[config.mk]
export PLATFORM = sky130hd
export DESIGN_NAME = fetch_unit_flat
export DESIGN_NICKNAME = d
export VERILOG_FILES = /design/src/rtl/fetch_unit_pkg.sv /design/src/rtl/fetch_unit_if.sv /design/src/rtl/fetch_fifo.sv /design/src/rtl/fetch_unit.sv /design/src/flat_wrapper.sv
export SDC_FILE = /design/constraint.sdc
export NUM_CORES = 1
export LEC_CHECK = 0
export CORE_MARGIN = 8
export CORE_UTILIZATION = 51
export DETAILED_ROUTE_END_ITERATION = 8
export GPL_ROUTABILITY_DRIVEN = 0
export GPL_TIMING_DRIVEN = 0
export PLACE_DENSITY_LB_ADDON = 0.12
export SETUP_SLACK_MARGIN = 0.1
export SYNTH_ARGS = -nofsm -noshare
export SYNTH_HDL_FRONTEND = slang
export SYNTH_HIERARCHICAL = 1
export SYNTH_SLANG_ARGS = --single-unit
[constraint.sdc]
create_clock -name clk -period 3.2 [get_ports clk]
set_input_delay 0.48 -clock clk [delete_from_list [all_inputs] [get_ports clk]]
set_output_delay 0.48 -clock clk [all_outputs]
set_load 0.005 [all_outputs]
[src/rtl/fetch_unit_pkg.sv]
// Shared constants and helpers for the instruction fetch front-end.
package fetch_unit_pkg;

  localparam int WORD_WIDTH = 32;
  localparam int INST_BYTES = WORD_WIDTH / 8;
  localparam logic [WORD_WIDTH-1:0] DEFAULT_RESET_PC = '0;

  // Width of a counter that must hold every value 0..n inclusive.
  function automatic int cnt_w(input int n);
    return $clog2(n + 1);
  endfunction

endpackage

[src/rtl/fetch_unit_if.sv]
// Fetch bus: redirect input, imem req/gnt/rvalid port and decoder valid/ready port.
interface fetch_unit_if #(
  parameter int W = 32
);
  logic         branch_take;
  logic [W-1:0] targ_pc;

  logic         imem_req;
  logic [W-1:0] imem_addr;
  logic         imem_gnt;
  logic         imem_rvalid;
  logic [W-1:0] imem_rdata;

  logic         inst_valid;
  logic [W-1:0] inst;
  logic [W-1:0] inst_pc;
  logic         inst_ready;

  modport master (
    input  branch_take, targ_pc,
    output imem_req, imem_addr,
    input  imem_gnt, imem_rvalid, imem_rdata,
    output inst_valid, inst, inst_pc,
    input  inst_ready
  );

  modport slave (
    output branch_take, targ_pc,
    input  imem_req, imem_addr,
    output imem_gnt, imem_rvalid, imem_rdata,
    input  inst_valid, inst, inst_pc,
    output inst_ready
  );
endinterface

[src/rtl/fetch_fifo.sv]
// DEPTH-entry synchronous queue with push/pop/flush; flush wins over push and pop.
module fetch_fifo #(
  parameter  int DEPTH = 4,
  parameter  int DW    = 64,
  localparam int PW    = $clog2(DEPTH),
  localparam int CW    = $clog2(DEPTH + 1)
) (
  input  logic          clk,
  input  logic          rst_n,
  input  logic          push,
  input  logic          pop,
  input  logic          flush,
  input  logic [DW-1:0] wdata,
  output logic [DW-1:0] rdata,
  output logic [CW-1:0] count,
  output logic          full,
  output logic          empty
);

  logic [DW-1:0] mem [DEPTH];
  logic [PW-1:0] wr_ptr, rd_ptr;
  logic          do_push, do_pop;

  assign empty   = (count == '0);
  assign full    = (count == CW'(DEPTH));
  assign do_pop  = pop && !empty;
  assign do_push = push && (!full || do_pop);
  assign rdata   = mem[rd_ptr];

  // DEPTH is a power of two, so pointers wrap by plain overflow.
  always_ff @(posedge clk or negedge rst_n) begin
    if (!rst_n) begin
      wr_ptr <= '0;
      rd_ptr <= '0;
      count  <= '0;
    end else if (flush) begin
      wr_ptr <= '0;
      rd_ptr <= '0;
      count  <= '0;
    end else begin
      if (do_push) wr_ptr <= wr_ptr + PW'(1);
      if (do_pop)  rd_ptr <= rd_ptr + PW'(1);
      count <= count + CW'(do_push) - CW'(do_pop);
    end
  end

  always_ff @(posedge clk) begin
    if (do_push && !flush) mem[wr_ptr] <= wdata;
  end

endmodule

[src/rtl/fetch_unit.sv]
// Instruction fetch front-end: credit-limited sequential fetch, response queue, redirect flush.
// Optional perf counters when FETCH_PERF_EN is defined.
module fetch_unit
  import fetch_unit_pkg::*;
#(
  parameter int           W        = WORD_WIDTH,
  parameter int           DEPTH    = 4,
  parameter int           MAX_OUT  = 2,
  parameter logic [W-1:0] RESET_PC = W'(DEFAULT_RESET_PC)
) (
  input  logic         clk,
  input  logic         rst,
  fetch_unit_if.master bus
`ifdef FETCH_PERF_EN
  ,
  output logic [31:0]  perf_fetched,
  output logic [31:0]  perf_discarded
`endif
);

  localparam int INC = W / 8;
  localparam int CW  = cnt_w(DEPTH);
  localparam int OW  = cnt_w(MAX_OUT);

  if (!(W == 32 || W == 64) || DEPTH < 2 || (DEPTH & (DEPTH - 1)) != 0 ||
      MAX_OUT < 1 || MAX_OUT > DEPTH) begin : g_bad_param
    $error("fetch_unit: illegal parameter combination");
  end

  typedef struct packed {
    logic [W-1:0] data;
    logic [W-1:0] pc;
  } entry_t;

  logic [W-1:0]  fetch_pc, resp_pc, targ_al;
  logic [OW-1:0] outstanding, discard;
  logic [CW-1:0] count;
  logic          credit_ok, xfer, drop, push, pop, full, empty;
  entry_t        wr_entry, rd_entry;

  assign targ_al = bus.targ_pc & ~W'(INC - 1);

  // Queue slots are reserved at request time, so every response has a home.
  assign credit_ok = (int'(count) + int'(outstanding) < DEPTH) &&
                     (int'(outstanding) < MAX_OUT);

  assign bus.imem_req  = rst && !bus.branch_take && credit_ok;
  assign bus.imem_addr = fetch_pc;
  assign xfer          = bus.imem_req && bus.imem_gnt;

  // A redirect cycle drops its response, so it counts as stale too.
  assign drop = bus.imem_rvalid && (discard != '0 || bus.branch_take);
  assign push = bus.imem_rvalid && discard == '0 && !bus.branch_take;
  assign pop  = bus.inst_valid && bus.inst_ready && !bus.branch_take;

  assign wr_entry = '{data: bus.imem_rdata, pc: resp_pc};

  assign bus.inst_valid = !empty;
  assign bus.inst       = empty ? '0 : rd_entry.data;
  assign bus.inst_pc    = empty ? '0 : rd_entry.pc;

  always_ff @(posedge clk or negedge rst) begin
    if (!rst) begin
      fetch_pc    <= RESET_PC;
      resp_pc     <= RESET_PC;
      outstanding <= '0;
      discard     <= '0;
    end else if (bus.branch_take) begin
      // Everything still in flight after this edge belongs to the old stream.
      fetch_pc    <= targ_al;
      resp_pc     <= targ_al;
      outstanding <= outstanding - OW'(bus.imem_rvalid);
      discard     <= outstanding - OW'(bus.imem_rvalid);
    end else begin
      if (xfer) fetch_pc <= fetch_pc + W'(INC);
      if (push) resp_pc  <= resp_pc + W'(INC);
      outstanding <= outstanding + OW'(xfer) - OW'(bus.imem_rvalid);
      if (drop) discard <= discard - OW'(1);
    end
  end

  fetch_fifo #(
    .DEPTH (DEPTH),
    .DW    ($bits(entry_t))
  ) u_fifo (
    .clk   (clk),
    .rst_n (rst),
    .push  (push),
    .pop   (pop),
    .flush (bus.branch_take),
    .wdata (wr_entry),
    .rdata (rd_entry),
    .count (count),
    .full  (full),
    .empty (empty)
  );

`ifdef FETCH_PERF_EN
  always_ff @(posedge clk or negedge rst) begin
    if (!rst) begin
      perf_fetched   <= '0;
      perf_discarded <= '0;
    end else begin
      if (pop)  perf_fetched   <= perf_fetched + 32'd1;
      if (drop) perf_discarded <= perf_discarded + 32'd1;
    end
  end
`endif

  a_no_overflow: assert property (@(posedge clk) disable iff (!rst)
    !(push && full && !pop));
  a_out_limit: assert property (@(posedge clk) disable iff (!rst)
    int'(outstanding) <= MAX_OUT);
  a_credit_limit: assert property (@(posedge clk) disable iff (!rst)
    int'(count) + int'(outstanding) <= DEPTH);

endmodule

[src/flat_wrapper.sv]
// flat-port wrapper written by rule: the top's interface ports become plain ports
module fetch_unit_flat import fetch_unit_pkg::*;
#(
  parameter int           W        = WORD_WIDTH,
  parameter int           DEPTH    = 4,
  parameter int           MAX_OUT  = 2,
  parameter logic [W-1:0] RESET_PC = W'(DEFAULT_RESET_PC)
)
  (clk, rst, bus_branch_take, bus_targ_pc, bus_imem_req, bus_imem_addr, bus_imem_gnt, bus_imem_rvalid, bus_imem_rdata, bus_inst_valid, bus_inst, bus_inst_pc, bus_inst_ready);
  fetch_unit_if #(.W(W)) bus_i ();
  input  logic clk;
  input  logic rst;
  input wire logic [$bits(bus_i.branch_take)-1:0] bus_branch_take;
  input wire logic [$bits(bus_i.targ_pc)-1:0] bus_targ_pc;
  output wire logic [$bits(bus_i.imem_req)-1:0] bus_imem_req;
  output wire logic [$bits(bus_i.imem_addr)-1:0] bus_imem_addr;
  input wire logic [$bits(bus_i.imem_gnt)-1:0] bus_imem_gnt;
  input wire logic [$bits(bus_i.imem_rvalid)-1:0] bus_imem_rvalid;
  input wire logic [$bits(bus_i.imem_rdata)-1:0] bus_imem_rdata;
  output wire logic [$bits(bus_i.inst_valid)-1:0] bus_inst_valid;
  output wire logic [$bits(bus_i.inst)-1:0] bus_inst;
  output wire logic [$bits(bus_i.inst_pc)-1:0] bus_inst_pc;
  input wire logic [$bits(bus_i.inst_ready)-1:0] bus_inst_ready;
  assign bus_i.branch_take = bus_branch_take;
  assign bus_i.targ_pc = bus_targ_pc;
  assign bus_imem_req = bus_i.imem_req;
  assign bus_imem_addr = bus_i.imem_addr;
  assign bus_i.imem_gnt = bus_imem_gnt;
  assign bus_i.imem_rvalid = bus_imem_rvalid;
  assign bus_i.imem_rdata = bus_imem_rdata;
  assign bus_inst_valid = bus_i.inst_valid;
  assign bus_inst = bus_i.inst;
  assign bus_inst_pc = bus_i.inst_pc;
  assign bus_i.inst_ready = bus_inst_ready;
  fetch_unit #(.W(W), .DEPTH(DEPTH), .MAX_OUT(MAX_OUT), .RESET_PC(RESET_PC)) u_core (.clk(clk), .rst(rst), .bus(bus_i));
endmodule
==> metrics.md, run 1 <==
| Metric | Value |
|---|---|
| Dpl ws | `-0.964 ns` |
| Minimum clock period | `2.97 ns` |
| Number of CTS-inserted buffers | `35` |
| Placed Instances | `1,376` |
| Antenna viol nets, final | `0` |
| CTS Root Cell | `clkbuf_16` |
| R2r setup slk | `0.23 ns` |
| Drt total wl | `30,900 um` |
| Synthesized cell area | `13,900 um2` |
| Die Y | `181 um` |
| Synthesis warning total | `6` |
| Footprint of the multi-input gates | `4250 um2` |
| Sequential Area | `9470 um2` |
| Kind of critical path | `reg2reg` |
| Slew @ Worst Pin | `0.644 ns` |
| First-pass GRT wire length | `48,300 um` |
| RR Startpoint | `u_core/u_fifo/count[2]` |
| FP Rows | `60` |
| RSZ-0062 raised after global routing | `false` |
| Total power | `0.0102 W` |
| Clk_skew | `0.00873 ns` |
| Wire per inst | `21.3 um` |
| Layout cell share with drive strength beyond 1 | `17.9%` |
| Final WS setup | `0.230 ns` |
| H-tree Lvls | `2` |
| Achievable frequency | `337 MHz` |
| Hold Crit Class | `in2async` |
| DR iter-0 viols | `524` |
| Critical Path Fanout Max | `10` |
| Initial antenna violation count | `0` |
| Final Slew Violations | `0` |
| Worst Path Arrival | `3.33 ns` |
| Grt total ovfl | `0` |
| Number of global-route vias before repair | `8,509` |
| Post-Syn Instances | `858` |
| CP Capture Type | `register` |
| Tcrit/Tclk final | `92.8%` |
| Worst-Skew Late Latency | `0.50 ns` |
| Required time of the critical path | `3.56 ns` |
| Initial Utilization | `51.7%` |
| Startpoint Class | `register` |
| Slew margin rel. | `57.0%` |
| Final net count | `1,169` |
| P_leak | `5.98 nW` |
| Die area | `32,800 um2` |
| Final antenna diode count | `0` |
| Mean Syn Cell Area | `16.2 um2` |
| Status | `finished clean` |
| P per Cell Area | `586 nW/um2` |
| Final Util | `64.9%` |
| Worst Reg-to-Reg Cells | `15` |
| Port Buffers | `163` |
| Reg2reg end | `u_core/u_fifo/count[2]` |
| Reg clk slew, reported paths | `0.06 ns` |
| DP Wirelength | `20,200 um` |
| Gr usage total | `18.7%` |
| DRC errors left | `0` |
| WHS | `0.0516 ns` |
| Peak supply drop | `0.320 mV` |
| Largest net degree at the start of global routing | `55` |
| Pre-antenna DRT Iters | `5` |
| Final Non-Filler Cells | `1,452` |
| Vias per cell | `5.58` |
| Clock sink count | `327` |
| TritonCTS clock tree | `built` |
| Total number of vias | `8,107` |
| Worst setup startpoint | `u_core/u_fifo/count[2]` |
| # setup viols final | `0` |
| P&R area growth vs syn | `25.5%` |
| Clock Path Buffers | `3` |
| Fillers | `1,953` |
| IO Count | `168` |
| Die width | `181 um` |
| Core footprint | `26,900 um2` |
| Hold Fails Final Rpt | `0` |
| Max Cap Violations | `0` |
## critical path: stages, from the launching register on
cell and delay [ns]:
dfrtp_2 0.45, nor3_4 0.18, buf_4 0.18, buf_8 0.17
inv_1 0.08, and3_2 0.25, nor4b_4 0.29, nor2b_1 0.13
inv_1 0.07, ha_1 0.21, inv_1 0.05, ha_1 0.13
inv_1 0.04, fa_1 0.37, xnor2_1 0.17, nor2_1 0.06
## final cells by class
cell class                 instances  share of cell area, %
sequential                       327                   54.3
multi-input combinational        481                   24.3
timing repair buffer             179                   10.7
clock buffer                      46                   5.62
tap                              341                   2.45
buffer                            38                   1.38
clock inverter                    17                  0.739
inverter                          23                  0.502
## through the flow
stage	setup TNS, ns	cell area, um2
2_1_floorplan	0	13900
3_3_place_gp	-530.52	16000
3_5_place_dp	-183.97	16100
4_1_cts	0	17300
5_1_grt	0	17400
6_report	0	17400
## per-layer routing
layer	GRT usage [%]	vias to the layer above	wire (um)
met5	0	-	0
met2	31.0	240	15000
li1	-	3753	-
met4	4.95	0	583
met1	24.6	4074	13400
met3	4.35	40	1880
## power by group
part	internal, W	total [W]	switching [W]
registers	0.00480	0.00500	0.000204
clock network	0.00231	0.00385	0.00154
logic	0.000727	0.00137	0.000643
## cell usage in the layout, fill, tap and decap left out, drive strengths merged, types with 7 or more instances in the layout
| cell | count |
|---|---|
| edfxtp | 256 |
| clkdlybuf4s50 | 161 |
| dfrtp | 71 |
| nor2b | 68 |
| mux4 | 64 |
| clkbuf | 61 |
| nand2 | 52 |
| o21ai | 43 |
| buf | 39 |
| nand3 | 31 |
| nor2 | 26 |
| xnor2 | 26 |
| inv | 22 |
| xor2 | 15 |
| nand4 | 15 |
| clkinv | 15 |
| ha | 13 |
| nor4 | 13 |
| conb | 10 |
| and3 | 10 |
| mux2 | 9 |
| a21oi | 8 |
| o311ai | 8 |
| a31oi | 8 |
| nor3 | 8 |
| and2 | 8 |
| o211ai | 7 |
## timing repair
item | in CTS | in global routing
cloned | 3 | 0
hold endpoints to repair | 10 | 0
buffers inserted | 0 | 8
hold buffers | 3 | 0
pin swaps | 4 | 2
gates resized for setup | 13 | 18
endpoints found under the setup margin | 327 | 222
## worst max-delay path by stage
stage	endpoint
4_1_cts	u_core/u_fifo/mem[0][60]
3_5_place_dp	u_core/u_fifo/count[2]
5_1_grt	u_core/u_fifo/count[2]
6_report	u_core/u_fifo/count[2]
2_1_floorplan	u_core/u_fifo/count[2]
3_3_place_gp	u_core/outstanding[1]
## registers in the layout (all words and copies together), names as in the netlist
register and cells:
u_core/discard 2, u_core/u_fifo/wr_ptr 2, u_core/u_fifo/count 3, u_core/outstanding 2, u_core/u_fifo/rd_ptr 2, u_core/bus.imem_addr 30
u_core/resp_pc 30, u_core/u_fifo/mem 256
No activity file was read; power rests on OpenSTA's default activity.
==> run 2, diff against run 1 <==
- ABC_AREA: not set -> 1
- SYNTH_HIERARCHICAL: 1 -> not set
==> metrics.md, run 2 <==
| Metric | Value |
|---|---|
| Status | `finished clean` |
| Synth Flop Type | `edfxtp_1` |
| P per Cell Area | `701 nW/um2` |
| Vias per cell | `5.35` |
| Yosys reg bits | `319` |
| Die Y | `185 um` |
| Part of the power in combinational logic | `30.2%` |
| Sequential share of the synthesized area | `63.4%` |
| Setup_tns | `0 ns` |
| Tcrit/Tclk final | `92.8%` |
| Minimum clock period | `2.97 ns` |
| Layout cell share with drive strength beyond 1 | `7.33%` |
| # setup viols final | `0` |
| Total number of vias | `11,393` |
| Final WS setup | `0.229 ns` |
| Cell internal pwr | `0.00867 W` |
| Hold Crit Class | `in2reg` |
| Yosys top cell area share | `51.2%` |
| Startpoint Class | `register` |
| Port Buffers | `160` |
| Clock power share | `28.3%` |
| DP Wirelength | `26,500 um` |
| Grt total ovfl | `0` |
| Mean Syn Cell Area | `9.61 um2` |
| Clock Path Buffers | `3` |
| Dominant cell by count in the synthesized netlist | `nor2_1` |
| Dpl ws | `-0.570 ns` |
| EDFF count, synth | `248` |
| First-pass GRT wire length | `60,300 um` |
| Required time of the critical path | `2.72 ns` |
| Peak supply drop | `0.519 mV` |
| Clock sink count | `319` |
| Pre-antenna DRT Iters | `5` |
| FP Rows | `62` |
| Slew margin rel. | `45.6%` |
| Final Slew Violations | `0` |
| IO Count | `168` |
| DRC errors left | `0` |
| Most frequent cells in the layout | `nor2_1 (341), nand2_1 (284), edfxtp_1 (248)` |
| Post-Syn Instances | `1,515` |
| Final net count | `1,805` |
| Switching power total | `0.00397 W` |
| DR iter-0 viols | `786` |
| Switching share of power | `31.4%` |
| Kind of critical path | `reg2out` |
| Worst-Skew Late Latency | `0.55 ns` |
| Die width | `185 um` |
| Largest Register | `u_core.u_fifo.mem` |
| H-tree Lvls | `1` |
| Slew @ Worst Pin | `0.816 ns` |
| Antenna viol nets, final | `0` |
| TritonCTS clock tree | `built` |
| Core footprint | `28,400 um2` |
| Critical Path Fanout Max | `10` |
| Synthesized cell area | `14,600 um2` |
| Number of global-route vias before repair | `11,270` |
| Hold Fails Final Rpt | `0` |
| Leading area contributor after synthesis | `edfxtp_1` |
| Die area | `34,200 um2` |
| Final antenna diode count | `0` |
| RSZ-0062 raised after global routing | `false` |
| Largest net degree at the start of global routing | `54` |
| Placed Instances | `2,071` |
| List of most frequent post-synthesis cells | `nor2_1 (345), nand2_1 (286), edfxtp_1 (248)` |
| Max Cap Violations | `0` |
| Synthesis warning total | `0` |
| Number of CTS-inserted buffers | `31` |
| Achievable frequency | `337 MHz` |
| P&R area growth vs syn | `23.8%` |
| Clk_skew | `0.0126 ns` |
| Gr usage total | `22.4%` |
| CTS Root Cell | `clkbuf_16` |
| Initial Utilization | `51.3%` |
| Most common cell after layout, fill and taps aside | `nor2_1` |
| Max FFs per register | `248` |
| Worst Path Arrival | `2.49 ns` |
| Netlist cell types | `36` |
| Initial antenna violation count | `0` |
| Drt total wl | `38,600 um` |
| CP Capture Type | `output port` |
| Sequential share of power | `41.5%` |
| P_leak | `6.99 nW` |
| Reg clk slew, reported paths | `0.06 ns` |
| Top cells by area, synth | `edfxtp_1 (51%), dfrtp_1 (12%), nor2_1 (8.9%), nand2_1 (7.4%), o21ai_0 (5.1%)` |
| Ys async rst share | `22.3%` |
| Final Non-Filler Cells | `2,130` |
| Wire per inst | `18.1 um` |
run 2: metrics by stage:
stage	instance area [um2]	util, %	total power [W]	hold WS (ns)
5_1_grt	18000	63.5	0.0133	0.363
3_5_place_dp	16900	59.4	0.00900	0.395
2_1_floorplan	14600	-	0.00701	0.184
6_report	18000	63.5	0.0126	0.347
4_1_cts	17900	63.2	0.0127	0.340
3_3_place_gp	16700	58.7	0.00892	0.514
run 2: worst max-delay path, cell delays in order, from the launching register on:
cell and delay, ns:
dfrtp_2 0.49, inv_2 0.23, clkbuf_1 0.45, nor2_1 0.09, o21ai_0 0.11, a21oi_1 0.11
clkdlybuf4s50_1 0.47
run 2: logic make-up after synthesis:
logic type	synth area share [%]
compound gates	8.18
xor+xnor	1.38
fa+ha+maj	1.17
buf+inv	4.93
flops	63.4
other cells	0.0258
simple gates	20.9
run 2: power by group through the flow:
stage	sequential (W)	clock [W]	combinational [W]
finish	0.00525	0.00358	0.00382
global route	0.00529	0.00380	0.00421
CTS	0.00524	0.00362	0.00380
detailed placement	0.00531	0	0.00369
global placement	0.00531	0	0.00361
floorplan	0.00521	0	0.00180
run 2: layout make-up:
class / instances / area, um2
Inverter: 110 / 422
Timing Repair Buffer: 172 / 1840
Fill cell: 2332 / 10400
Multi-Input combinational cell: 1024 / 4670
Clock buffer: 36 / 795
Buffer: 64 / 377
Tap cell: 384 / 480
Clock inverter: 21 / 206
Sequential cell: 319 / 9230
run 2: timing repair:
item	CTS	global route
pin swaps	0	2
gates resized for setup	42	22
endpoints found under the setup margin	173	80
hold buffers	1	0
endpoints found under the hold margin	19	0
setup buffers	0	1
cloned	0	1
run 2: final timing paths:
path	from	end	slack (ns)	cells after the start
setup / recovery	u_core.u_fifo.rd_ptr[1]	bus_inst[19]	0.23	6
hold / removal	bus_branch_take	u_core.resp_pc[8]	0.35	4
setup reg to reg	u_core.discard[0]	u_core.u_fifo.count[2]	0.37	14
hold reg to reg	u_core.discard[1]	u_core.discard[1]	0.55	2
max in group asynchronous	rst	u_core.bus.imem_addr[5]	2.31	3
min in group asynchronous	rst	u_core.bus.imem_addr[24]	0.38	2
run 2: per-layer routing:
layer	up-vias	routed length [um]	share of wire (%)	GRT usage, %
li1	5485	-	-	-
met1	5421	16100	42	28.8
met2	428	18800	49	38.9
met3	59	2670	6.9	3.35
met4	0	1000	2.6	6.72
met5	-	0	0	0
